## config.mk

```make
export PLATFORM = sky130hd
export DESIGN_NAME = uart_rx_frame_ctrl
export DESIGN_NICKNAME = d
export VERILOG_FILES = /design/src/rtl/uart_rx_frame_ctrl.sv
export SDC_FILE = /design/constraint.sdc
export NUM_CORES = 1
export LEC_CHECK = 0
export CAP_MARGIN = 20
export CORE_ASPECT_RATIO = 1.1
export CORE_MARGIN = 4
export CORE_UTILIZATION = 48
export DETAILED_ROUTE_END_ITERATION = 8
export PLACE_DENSITY = 0.8
export SKIP_LAST_GASP = 1
export SLEW_MARGIN = 10
export SYNTH_ARGS = -nofsm -noshare
export SYNTH_HDL_FRONTEND = slang
export SYNTH_SLANG_ARGS = --single-unit
```

## constraint.sdc

```tcl
create_clock -name i_clk -period 3.2 [get_ports i_clk]
set_clock_uncertainty 0.15 [all_clocks]
set_input_delay 0.32 -clock i_clk [delete_from_list [all_inputs] [get_ports i_clk]]
set_output_delay 0.32 -clock i_clk [all_outputs]
set_load 0.01 [all_outputs]
```

## src/rtl/uart_rx_frame_ctrl.sv

```systemverilog
// Frame sequencer behind uart_rx: assembles SOF/CMD/ADDR/DATA/CHK command frames,
// hands good frames downstream over valid/ready and flags/counts framing errors.
//
// state  | meaning
// S_HUNT | waiting for SOF byte, other bytes ignored
// S_CMD  | next byte is CMD
// S_ADDR | next byte is ADDR
// S_DATA | next byte is DATA
// S_CHK  | next byte is checksum (CMD^ADDR^DATA)
module uart_rx_frame_ctrl #(
   parameter logic [7:0] SOF_BYTE       = 8'hA5,
   parameter int         TIMEOUT_CYCLES = 104160,
   parameter int         CNT_W          = 16
) (
   input  logic             i_clk,
   input  logic             i_reset,
   input  logic [7:0]       i_rx_data,
   input  logic             i_rx_valid,
   output logic [7:0]       o_cmd,
   output logic [7:0]       o_addr,
   output logic [7:0]       o_data,
   output logic             o_frame_valid,
   input  logic             i_frame_ready,
   output logic             o_err_chk,
   output logic             o_err_timeout,
   output logic             o_err_ovf,
   output logic [CNT_W-1:0] o_good_cnt,
   output logic [CNT_W-1:0] o_err_cnt
);

   localparam int TMO_W = $clog2(TIMEOUT_CYCLES + 1);
   localparam logic [TMO_W-1:0] TMO_LAST = TMO_W'(TIMEOUT_CYCLES - 1);

   typedef enum logic [2:0] {
      S_HUNT,
      S_CMD,
      S_ADDR,
      S_DATA,
      S_CHK
   } state_t;

   state_t           state;
   logic [7:0]       cmd_sh;
   logic [7:0]       addr_sh;
   logic [7:0]       data_sh;
   logic [TMO_W-1:0] tmo_cnt;

   logic chk_strobe;
   logic chk_ok;
   logic frame_done;
   logic slot_load;
   logic tmo_expire;
   logic err_any;

   assign chk_strobe = (state == S_CHK) && i_rx_valid;
   assign chk_ok     = (i_rx_data == (cmd_sh ^ addr_sh ^ data_sh));
   assign frame_done = chk_strobe && chk_ok;
   // A completing frame may take the slot when it is empty or being drained this cycle.
   assign slot_load  = frame_done && (!o_frame_valid || i_frame_ready);
   assign tmo_expire = (state != S_HUNT) && !i_rx_valid && (tmo_cnt == TMO_LAST);
   assign err_any    = (chk_strobe && !chk_ok) || tmo_expire || (frame_done && !slot_load);

   always_ff @(posedge i_clk) begin
      if (i_reset) begin
         state         <= S_HUNT;
         cmd_sh        <= '0;
         addr_sh       <= '0;
         data_sh       <= '0;
         tmo_cnt       <= '0;
         o_cmd         <= '0;
         o_addr        <= '0;
         o_data        <= '0;
         o_frame_valid <= 1'b0;
         o_err_chk     <= 1'b0;
         o_err_timeout <= 1'b0;
         o_err_ovf     <= 1'b0;
         o_good_cnt    <= '0;
         o_err_cnt     <= '0;
      end else begin
         o_err_chk     <= chk_strobe && !chk_ok;
         o_err_timeout <= tmo_expire;
         o_err_ovf     <= frame_done && !slot_load;

         if (state == S_HUNT || i_rx_valid || tmo_expire)
            tmo_cnt <= '0;
         else
            tmo_cnt <= tmo_cnt + 1'b1;

         if (tmo_expire) begin
            state <= S_HUNT;
         end else if (i_rx_valid) begin
            case (state)
               S_HUNT: if (i_rx_data == SOF_BYTE) state <= S_CMD;
               S_CMD: begin
                  cmd_sh <= i_rx_data;
                  state  <= S_ADDR;
               end
               S_ADDR: begin
                  addr_sh <= i_rx_data;
                  state   <= S_DATA;
               end
               S_DATA: begin
                  data_sh <= i_rx_data;
                  state   <= S_CHK;
               end
               default: state <= S_HUNT;
            endcase
         end

         if (slot_load) begin
            o_cmd         <= cmd_sh;
            o_addr        <= addr_sh;
            o_data        <= data_sh;
            o_frame_valid <= 1'b1;
         end else if (o_frame_valid && i_frame_ready) begin
            o_frame_valid <= 1'b0;
         end

         if (slot_load && (o_good_cnt != {CNT_W{1'b1}}))
            o_good_cnt <= o_good_cnt + 1'b1;
         if (err_any && (o_err_cnt != {CNT_W{1'b1}}))
            o_err_cnt <= o_err_cnt + 1'b1;
      end
   end

endmodule

```

=== Word level (Yosys, flattened, before mapping) ===
Index checks and enable logic that the tools add are counted.

* Bits in registers: 104
* Bits of input ports: 12
* Output and inout bits: 60
* Logic and storage cells: 62

* $add $sub $neg: 3
* Equal/unequal tests: 10
* Multiplexer cells: 4
* Bitwise operators: 3
* Reduce and logical (&&, ||, !) cells: 28

{| class="wikitable"
|+ Operators by type and width
! kind !! count
|-
| $add A16 B1 Y16 const B || 2
|-
| $ne A16 B16 Y1 const B || 2
|-
| $add A17 B1 Y17 const B || 1
|-
| $eq A17 B17 Y1 const B || 1
|-
| $xor A8 B8 Y8 || 2
|-
| $pmux W3 S4 || 1
|-
| $logic_and A1 B1 Y1 || 10
|-
| $reduce_and A3 Y1 || 3
|-
| $eq A8 B8 Y1 || 1
|-
| $eq A8 B8 Y1 const B || 1
|-
| $eq A3 B2 Y1 const B || 2
|-
| $logic_or A1 B1 Y1 || 5
|-
| $logic_not A1 Y1 || 4
|-
| $reduce_or A2 Y1 || 2
|-
| $eq A3 B1 Y1 const B || 1
|-
| $eq A3 B3 Y1 const B || 1
|-
| $logic_not A3 Y1 || 1
|-
| $mux W3 || 1
|-
| $reduce_bool A3 Y1 || 1
|-
| $mux W1 || 2
|-
| $ne A2 B1 Y1 const B || 1
|-
| $reduce_and A2 Y1 || 1
|-
| $reduce_bool A2 Y1 || 1
|-
| $not A1 Y1 || 1
|}

=== Longest topological paths before layout ===
Gate-level depths: netlist (run 1).

* Depth after elaboration: 9
* Depth in mapped cells: 10
* Depth with buffers taken out: 7

=== Worst setup path after synthesis (run 1) ===
Ideal clock, no wire load.

* Path type: register to register
* From: reg tmo_cnt[0]
* To: reg o_err_cnt[10]
* Setup time: 121 ps
* Data arrival time: 2,155 ps
* Required time: 2,929 ps
* Slack: 774 ps
* Cell stages (with the launch flop): 10
* Path buffers: 2
* Clock period less this slack: 2,426 ps
* Cell sequence: dfxtp_1 > ha_1 > and4_1 > and2_1 > nand3_1 > and4_1 > buf_2 > buf_4 > nor4b_1 > mux2_2

* Word-level cells in the longest chain between the ends: 5

{| class="wikitable"
|+ RTL lines
! what !! RTL line !! source
|-
| from (decl) || 46 || <nowiki>logic [TMO_W-1:0] tmo_cnt;</nowiki>
|-
| from (signal assigned) || 87 || <nowiki>tmo_cnt <= tmo_cnt + 1'b1;</nowiki>
|-
| $eq A17 B17 Y1 || 60 || <nowiki>assign tmo_expire = (state != S_HUNT) && !i_rx_valid && (tmo_cnt == TMO_LAST);</nowiki>
|-
| $logic_and A1 B1 Y1 || 60 ||
|-
| $logic_or A1 B1 Y1 (2 in a row) || 61 || <nowiki>assign err_any = (chk_strobe && !chk_ok) || tmo_expire || (frame_done && !slot_load);</nowiki>
|-
| $logic_and A1 B1 Y1 || 121 || <nowiki>if (err_any && (o_err_cnt != {CNT_W{1'b1}}))</nowiki>
|-
| to (signal assigned) || 122 || <nowiki>o_err_cnt <= o_err_cnt + 1'b1;</nowiki>
|-
| to (decl) || 28 || <nowiki>output logic [CNT_W-1:0] o_err_cnt</nowiki>
|}

No other way between the ends.
A chain may end at the register's enable or synchronous reset.

=== Worst setup path in the final report (run 1) ===
* From: reg tmo_cnt[0]
* To: reg o_err_cnt[3]

Same word-level chain as after synthesis.

==> impl_metrics.xml, run 1 <==
<?xml version="1.0" encoding="UTF-8"?>
<metrics>
  <group name="cells_and_area">
    <metric name="fraction_of_layout_instances_using_a_drive_strength_above_1" unit="%">8.07</metric>
    <metric name="postLayoutCoreUtil" unit="%">60.2</metric>
    <metric name="finalInstanceArea" unit="sq um">5660</metric>
    <metric name="final.fill_count" unit="">819</metric>
    <metric name="design.final.nets" unit="">643</metric>
    <metric name="insertedDiodeCount" unit="">0</metric>
    <metric name="final-instance-count-excl-fill" unit="">749</metric>
    <metric name="flow.area_growth_from_synthesis" unit="%">21.7</metric>
  </group>
  <group name="floorplanning">
    <metric name="die_area" unit="sq um">11300</metric>
    <metric name="die_h" unit="um">111</metric>
    <metric name="core-area" unit="sq um">9400</metric>
    <metric name="die-width" unit="um">102</metric>
    <metric name="rows" unit="">37</metric>
    <metric name="start_util" unit="%">49.5</metric>
    <metric name="io_pins" unit="">72</metric>
  </group>
  <group name="drt">
    <metric name="first_pass_iters" unit="">5</metric>
    <metric name="final_antenna_net_count" unit="">0</metric>
    <metric name="postRouteWirelength" unit="um">10600</metric>
    <metric name="drt_iter0_drc" unit="">204</metric>
    <metric name="wl_per_cell" unit="um">14.1</metric>
    <metric name="drt_drc_violations_left" unit="">0</metric>
    <metric name="drt-vias-per-instance" unit="">5.47</metric>
    <metric name="route.vias.total" unit="">4096</metric>
  </group>
  <group name="placement">
    <metric name="dp.cells" unit="">734</metric>
    <metric name="finalWeightedCongestion" unit="">0.875</metric>
    <metric name="buffer_ports.inserted" unit="">71</metric>
    <metric name="postPlaceCellArea" unit="sq um">5440</metric>
    <metric name="dp_wirelength" unit="um">7410</metric>
    <metric name="detailedPlace.worstSlack" unit="ns">0.0456</metric>
  </group>
  <group name="worst_setup_path">
    <metric name="crit_path_end_kind" unit="">flop</metric>
    <metric name="number_of_buffers_and_inverters_on_the_critical_path" unit="">1</metric>
    <metric name="timing_worst_setup_path_type" unit="">flop to flop</metric>
    <metric name="cell_family_with_most_cp_delay" unit="">simple AND/OR/NAND/NOR gates</metric>
    <metric name="critical_path.max_stage_delay" unit="ns">0.51</metric>
    <metric name="critical_path_cell_list" unit="">ha_1, and4_1, and2_1, nand3_1, and4_1, buf_4, or4_1, a21oi_1</metric>
    <metric name="crit_required" unit="ns">3.33</metric>
    <metric name="critical_path.most_common_cell" unit="">and4_1</metric>
    <metric name="critPathArrivalTime" unit="ns">2.94</metric>
    <metric name="cp-start-kind" unit="">flop</metric>
    <metric name="crit_fanout" unit="">17</metric>
    <metric name="crit_path_top_delay_cell" unit="">or4_1</metric>
  </group>
  <group name="status">
    <metric name="outcome" unit="">completed</metric>
  </group>
  <group name="sta">
    <metric name="timing_worst_slew_pin_value" unit="ns">0.964</metric>
    <metric name="final_max_slew_violation_count" unit="">0</metric>
    <metric name="layout_min_cycle_time" unit="ns">2.81</metric>
    <metric name="setup_ws" unit="ns">0.392</metric>
    <metric name="timing.setup.tns" unit="ns">0</metric>
    <metric name="hold-worst-slack" unit="ns">0.146</metric>
    <metric name="finalHoldViolations" unit="">0</metric>
    <metric name="grt_setup_unrepaired" unit="">no</metric>
    <metric name="setup_viol" unit="">0</metric>
    <metric name="maxClockFrequency" unit="MHz">356</metric>
    <metric name="slew_headroom" unit="%">35.7</metric>
    <metric name="final.period_utilization" unit="%">87.7</metric>
  </group>
  <group name="clocking">
    <metric name="ctsHtreeMaxLevel" unit="">3</metric>
    <metric name="ctsRootBufferMaster" unit="">clkbuf_8</metric>
    <metric name="cts.reportedPaths.clkPinSlew" unit="ns">0.09</metric>
    <metric name="numCtsBuffers" unit="">9</metric>
    <metric name="ctsLongestPathBuffers" unit="">2</metric>
    <metric name="cts_tree" unit="">done</metric>
    <metric name="cts_setup_buffers" unit="">0</metric>
    <metric name="cts_hold_buffers" unit="">0</metric>
    <metric name="clock_latency" unit="ns">0.36</metric>
    <metric name="post_cts_resize_count" unit="">0</metric>
    <metric name="clkSinkCount" unit="">104</metric>
  </group>
  <group name="logic_synthesis">
    <metric name="synthTopCellsByArea" unit="">dfxtp_1, nand2_1, a21oi_1, mux2_2, xnor2_1</metric>
    <metric name="area_fraction_of_the_dominant_cell_type_after_synthesis" unit="%">44.8</metric>
    <metric name="register_area_share_after_synthesis" unit="%">44.8</metric>
    <metric name="synth_nets" unit="">583</metric>
    <metric name="yosys_register_bits" unit="">104</metric>
    <metric name="synth-async-reset-ratio" unit="%">0</metric>
    <metric name="synth_most_common_cell" unit="">nand2_1</metric>
    <metric name="synthesis.yosys.warnings" unit="">0</metric>
    <metric name="synthFlopType" unit="">dfxtp_1</metric>
    <metric name="mappedNetlistArea" unit="sq um">4650</metric>
    <metric name="synth-edff-count" unit="">0</metric>
    <metric name="synth.top_cells.by_count" unit="">nand2_1, dfxtp_1, a21oi_1, nor2_1, nand3_1</metric>
    <metric name="cell_type_contributing_the_most_total_cell_area_after_synthesis" unit="">dfxtp_1</metric>
    <metric name="yosys.cell_types.count" unit="">41</metric>
    <metric name="syn_avg_cell_area" unit="sq um">8.19</metric>
    <metric name="netlist_instances" unit="">568</metric>
  </group>
  <group name="hold_path">
    <metric name="hold_path_class" unit="">input pin to flop</metric>
  </group>
  <group name="global_route">
    <metric name="antenna_violations_before_repair" unit="">0</metric>
    <metric name="via_count_of_the_first_global_routing_pass" unit="">3863</metric>
    <metric name="grt_max_degree" unit="">100</metric>
    <metric name="gr-total-overflow" unit="">0</metric>
    <metric name="first_pass_grt_wire_length" unit="um">18000</metric>
    <metric name="globalRouteTotalUtil" unit="%">19.0</metric>
  </group>
  <group name="power_and_ir_drop">
    <metric name="powerDensity" unit="nW/um^2">397</metric>
    <metric name="max-vdd-ir-drop" unit="mV">0.286</metric>
    <metric name="p_leak" unit="nW">1.88</metric>
    <metric name="total_power" unit="mW">2.25</metric>
  </group>
  <group name="flow_run">
    <metric name="cap_violations" unit="">0</metric>
  </group>
</metrics>
-- registers in the layout (all words and copies together), names as in the netlist --
register,flops
o_frame_valid,1
o_err_chk,1
o_cmd,8
o_good_cnt,16
o_addr,8
o_err_timeout,1
cmd_sh,8
addr_sh,8
o_data,8
data_sh,8
o_err_ovf,1
o_err_cnt,16
state,3
tmo_cnt,17
-- worst min-delay path: stages --
cell    delay [ns]
buf_2         0.10
or3_1         0.14
nor2_1        0.05
-- layout by cell type, fill, tap and decap left out, types with 3 or more instances in the layout --
master           Yosys  layout
a21oi_1             72      72
nor2b_1             13      13
nand2b_1             4       4
and2_1               4       4
clkbuf_8             0      10
nor2_1              42      42
dfxtp_1            104     104
o31ai_1              9       9
and3_1              13      13
mux2_2              15      15
nor4_1               9       9
nand3_1             29      29
buf_4                2       9
or4_1                9       9
clkdlybuf4s50_1      0      70
and4_1               5       5
xnor2_1             19      19
or3_1                6       6
nor3_1              13      13
o21ai_0              7       7
inv_1                7       7
ha_1                 3       3
nand2_1            112     112
or2_2                4       4
xor2_1              18      18
-- final timing paths --
kind	from	endpoint	slack (ns)	depth (start not counted)
max	tmo_cnt[0]$_SDFF_PP0_	o_err_cnt[3]$_SDFFE_PP0P_	0.39	8
min reg2reg	o_data[6]$_SDFFE_PP0P_	o_data[6]$_SDFFE_PP0P_	0.31	2
min	i_reset	tmo_cnt[4]$_SDFF_PP0_	0.15	3
max reg2reg	tmo_cnt[0]$_SDFF_PP0_	o_err_cnt[3]$_SDFFE_PP0P_	0.39	8
-- power breakdown --
group	internal [mW]	switching, mW
combinational	0.0255	0.0396
clock	0.458	0.430
sequential	1.29	0.000196
-- cells by family (layout without fill, tap and decap cells) --
| family | count (synthesis) | in the layout | share of synthesized area [%] |
|---|---|---|---|
| and+or+nand+nor | 278 | 278 | 29.5 |
| DFF | 104 | 104 | 44.8 |
| AOI/OAI and AO/OA | 93 | 93 | 10.9 |
| buffers and inverters | 38 | 102 | 3.34 |
| xor gates and xnor gates | 37 | 37 | 6.97 |
| muxes | 15 | 15 | 3.63 |
| adders and majority gates | 3 | 3 | 0.807 |
-- layer usage --
metal  vias to the layer above  track usage, %  share of wire [%]
met4                         0            5.34               0.99
met5                         -               0                  0
met2                       103            31.4                 49
li1                       2068               -                  -
met1                      1916            25.3                 45
met3                         9            3.27                4.9
-- area by class of cell --
class,instances,area [sq um],area share [%]
Multi-Input combinational cell,426,2410,42.6
Sequential cell,104,2080,36.8
Timing Repair Buffer,80,773,13.7
Tap cell,117,146,2.59
Clock buffer,10,138,2.43
Clock inverter,5,81.3,1.44
Inverter,7,26.3,0.464
Note: power is estimated with default switching activity, not from simulation.
==> inputs of run 2 (changes only) <==
--- a/config.mk
+++ b/config.mk
@@ -16,3 +16,4 @@
 export SYNTH_ARGS = -nofsm -noshare
 export SYNTH_HDL_FRONTEND = slang
 export SYNTH_SLANG_ARGS = --single-unit
+export TNS_END_PERCENT = 30
==> results of run 2 <==
Final layout, timing and power as in run 1 (identical DEF).
==> inputs of run 3 (changes only) <==
--- a/config.mk
+++ b/config.mk
@@ -5,12 +5,12 @@
 export SDC_FILE = /design/constraint.sdc
 export NUM_CORES = 1
 export LEC_CHECK = 0
-export CAP_MARGIN = 20
 export CORE_ASPECT_RATIO = 1.1
 export CORE_MARGIN = 4
 export CORE_UTILIZATION = 48
 export DETAILED_ROUTE_END_ITERATION = 8
 export PLACE_DENSITY = 0.8
+export SETUP_SLACK_MARGIN = 0.5
 export SKIP_LAST_GASP = 1
 export SLEW_MARGIN = 10
 export SYNTH_ARGS = -nofsm -noshare
==> run 3 against run 2 <==
Compared with the run above:
- final cell count unchanged
- sequential cell count did not move
- worst setup slack improved by 0.22 ns
- core utilization increased by 0.63 points
- clock-buffer cell count did not move
- sequential share of layout area is 0.38 points lower
- critical path type is now input pin to flop
- critical endpoint is now o_good_cnt[15]$_SDFFE_PP0P_
==> impl_metrics.xml, run 3 (synthesis gave the netlist of run 1 again) <==
<?xml version="1.0" encoding="UTF-8"?>
<metrics>
  <group name="worst_setup_path">
    <metric name="crit_fanout" unit="">45</metric>
    <metric name="critPathArrivalTime" unit="ns">2.69</metric>
    <metric name="reg2reg_slack" unit="ns">0.61</metric>
    <metric name="reg2reg_depth" unit="">8</metric>
    <metric name="cp-start-kind" unit="">input pin</metric>
    <metric name="crit_path_end_kind" unit="">flop</metric>
    <metric name="reg2reg_from" unit="">tmo_cnt[0]$_SDFF_PP0_</metric>
    <metric name="timing_worst_setup_path_type" unit="">input pin to flop</metric>
    <metric name="crit_required" unit="ns">3.31</metric>
    <metric name="r2r_end" unit="">o_err_cnt[3]$_SDFFE_PP0P_</metric>
  </group>
  <group name="global_route">
    <metric name="via_count_of_the_first_global_routing_pass" unit="">3871</metric>
    <metric name="met1_demand_to_capacity_share_in_global_routing" unit="%">25.3</metric>
    <metric name="antenna_violations_before_repair" unit="">0</metric>
    <metric name="first_pass_grt_wire_length" unit="um">18000</metric>
    <metric name="grt.met3_usage" unit="%">3.21</metric>
    <metric name="globalRouteTotalUtil" unit="%">19.0</metric>
    <metric name="gr-total-overflow" unit="">0</metric>
    <metric name="groute.layer.met2.usage" unit="%">31.3</metric>
    <metric name="gr-max-usage-layer" unit="">met2</metric>
    <metric name="grt_max_degree" unit="">100</metric>
  </group>
  <group name="drt">
    <metric name="first_pass_iters" unit="">5</metric>
    <metric name="final_antenna_net_count" unit="">0</metric>
    <metric name="drt_drc_violations_left" unit="">0</metric>
    <metric name="drt-vias-per-instance" unit="">5.53</metric>
    <metric name="drt_iter0_drc" unit="">216</metric>
    <metric name="wl_per_cell" unit="um">14.2</metric>
    <metric name="route.vias.total" unit="">4139</metric>
    <metric name="postRouteWirelength" unit="um">10600</metric>
  </group>
  <group name="clocking">
    <metric name="clock_latency" unit="ns">0.36</metric>
    <metric name="clkSinkCount" unit="">104</metric>
    <metric name="cts_setup_buffers" unit="">0</metric>
    <metric name="ctsLongestPathBuffers" unit="">2</metric>
    <metric name="ctsRootBufferMaster" unit="">clkbuf_8</metric>
    <metric name="ctsHtreeMaxLevel" unit="">3</metric>
    <metric name="cts_tree" unit="">done</metric>
    <metric name="cts.reportedPaths.clkPinSlew" unit="ns">0.09</metric>
    <metric name="cts_hold_buffers" unit="">0</metric>
    <metric name="numCtsBuffers" unit="">9</metric>
  </group>
  <group name="cells_and_area">
    <metric name="fraction_of_layout_instances_using_a_drive_strength_above_1" unit="%">9.02</metric>
    <metric name="most_common_cell_after_layout_fill_and_taps_aside" unit="">nand2_1</metric>
    <metric name="design.final.nets" unit="">643</metric>
    <metric name="insertedDiodeCount" unit="">0</metric>
    <metric name="largest-register" unit="">tmo_cnt</metric>
    <metric name="final-instance-count-excl-fill" unit="">749</metric>
    <metric name="final.fill_count" unit="">813</metric>
    <metric name="most-common-layout-cells" unit="">nand2_1, dfxtp_1, a21oi_1</metric>
    <metric name="flow.area_growth_from_synthesis" unit="%">23.0</metric>
    <metric name="reg_top3" unit="">tmo_cnt (17), o_err_cnt (16), o_good_cnt (16)</metric>
    <metric name="largest_register_ffs" unit="">17</metric>
  </group>
  <group name="hold_path">
    <metric name="hold_path_class" unit="">input pin to flop</metric>
    <metric name="hold_start" unit="">i_reset</metric>
    <metric name="worstHoldEndpoint" unit="">tmo_cnt[4]$_SDFF_PP0_</metric>
    <metric name="worst_hold_path.num_cells" unit="">3</metric>
  </group>
  <group name="placement">
    <metric name="finalWeightedCongestion" unit="">0.875</metric>
    <metric name="dp.cells" unit="">734</metric>
    <metric name="dp_wirelength" unit="um">7410</metric>
    <metric name="buffer_ports.inserted" unit="">71</metric>
  </group>
  <group name="sta">
    <metric name="layout_min_cycle_time" unit="ns">2.59</metric>
    <metric name="maxClockFrequency" unit="MHz">387</metric>
    <metric name="final.period_utilization" unit="%">80.8</metric>
    <metric name="finalHoldViolations" unit="">0</metric>
    <metric name="setup_viol" unit="">0</metric>
    <metric name="timing.setup.tns" unit="ns">0</metric>
    <metric name="grt_setup_unrepaired" unit="">yes</metric>
    <metric name="timing_worst_slew_pin_value" unit="ns">0.985</metric>
    <metric name="final_max_slew_violation_count" unit="">0</metric>
    <metric name="slew_headroom" unit="%">34.3</metric>
  </group>
  <group name="floorplanning">
    <metric name="io_pins" unit="">72</metric>
    <metric name="die_h" unit="um">111</metric>
    <metric name="rows" unit="">37</metric>
    <metric name="core-area" unit="sq um">9400</metric>
    <metric name="die_area" unit="sq um">11300</metric>
    <metric name="start_util" unit="%">49.5</metric>
    <metric name="die-width" unit="um">102</metric>
  </group>
  <group name="status">
    <metric name="outcome" unit="">completed</metric>
  </group>
  <group name="power_and_ir_drop">
    <metric name="max-vdd-ir-drop" unit="mV">0.288</metric>
    <metric name="powerDensity" unit="nW/um^2">394</metric>
    <metric name="p_leak" unit="nW">1.89</metric>
  </group>
  <group name="flow_run">
    <metric name="cap_violations" unit="">0</metric>
  </group>
</metrics>
-- run 3: how the worst max path moves through the flow --
stage / from / end / slack (ns) / cells after the start
2_1_floorplan: tmo_cnt[0]$_SDFF_PP0_ / o_err_cnt[10]$_SDFFE_PP0P_ / 0.77 / 9
3_3_place_gp: i_rx_data[1] / o_good_cnt[10]$_SDFFE_PP0P_ / 0.20 / 8
3_5_place_dp: i_rx_data[1] / o_good_cnt[10]$_SDFFE_PP0P_ / 0.05 / 8
4_1_cts: i_rx_data[0] / o_good_cnt[10]$_SDFFE_PP0P_ / 0.48 / 8
6_report: i_rx_data[7] / o_good_cnt[15]$_SDFFE_PP0P_ / 0.61 / 8
5_1_grt: i_rx_data[7] / o_good_cnt[8]$_SDFFE_PP0P_ / 0.49 / 8
-- run 3: per-stage QoR --
step	utilization [%]	setup WS (ns)	area (sq um)	hold slack, ns	total power [mW]
6_report	60.9	0.614	5720	0.144	2.25
5_1_grt	60.9	0.487	5720	0.171	2.33
4_1_cts	60.4	0.475	5670	0.140	2.27
3_5_place_dp	57.9	0.0456	5440	0.296	1.39
3_3_place_gp	57.9	0.200	5440	0.293	1.39
2_1_floorplan	-	0.774	4650	0.280	1.36
-- run 3: layout make-up --
type,instances,area (sq um),area share (%)
multi-input cells,426,2470,43.2
flip-flops and latches,104,2080,36.4
repair buffers,80,777,13.6
well taps,117,146,2.56
clock buffers,10,138,2.41
clock inverters,5,81.3,1.42
inverters,7,26.3,0.459
-- run 3: critical path, cell delays in order --
cell and delay [ns]:
clkdlybuf4s50_1 0.61, xnor2_1 0.17, xnor2_1 0.12, nor4_4 0.35
nand4_2 0.14, buf_6 0.24, nor4_1 0.34, mux2_2 0.37
-- run 3: report_power, final --
group / switching [mW] / internal, mW / leakage, nW
logic: 0.0418 / 0.0261 / 0.943
registers: 0.000198 / 1.29 / 0.837
clock network: 0.433 / 0.458 / 0.108
-- run 3: metal layers --
metal / vias to the layer above / routed length (um)
li1: 2077 / -
met1: 1947 / 4770
met2: 102 / 5210
met3: 13 / 526
met4: 0 / 144
met5: - / 0
-- run 3: timing repair --
| action | in CTS | in global routing |
|---|---|---|
| setup endpoints to repair | 7 | 18 |
| resized for setup | 3 | 8 |
| pin swaps | 0 | 2 |
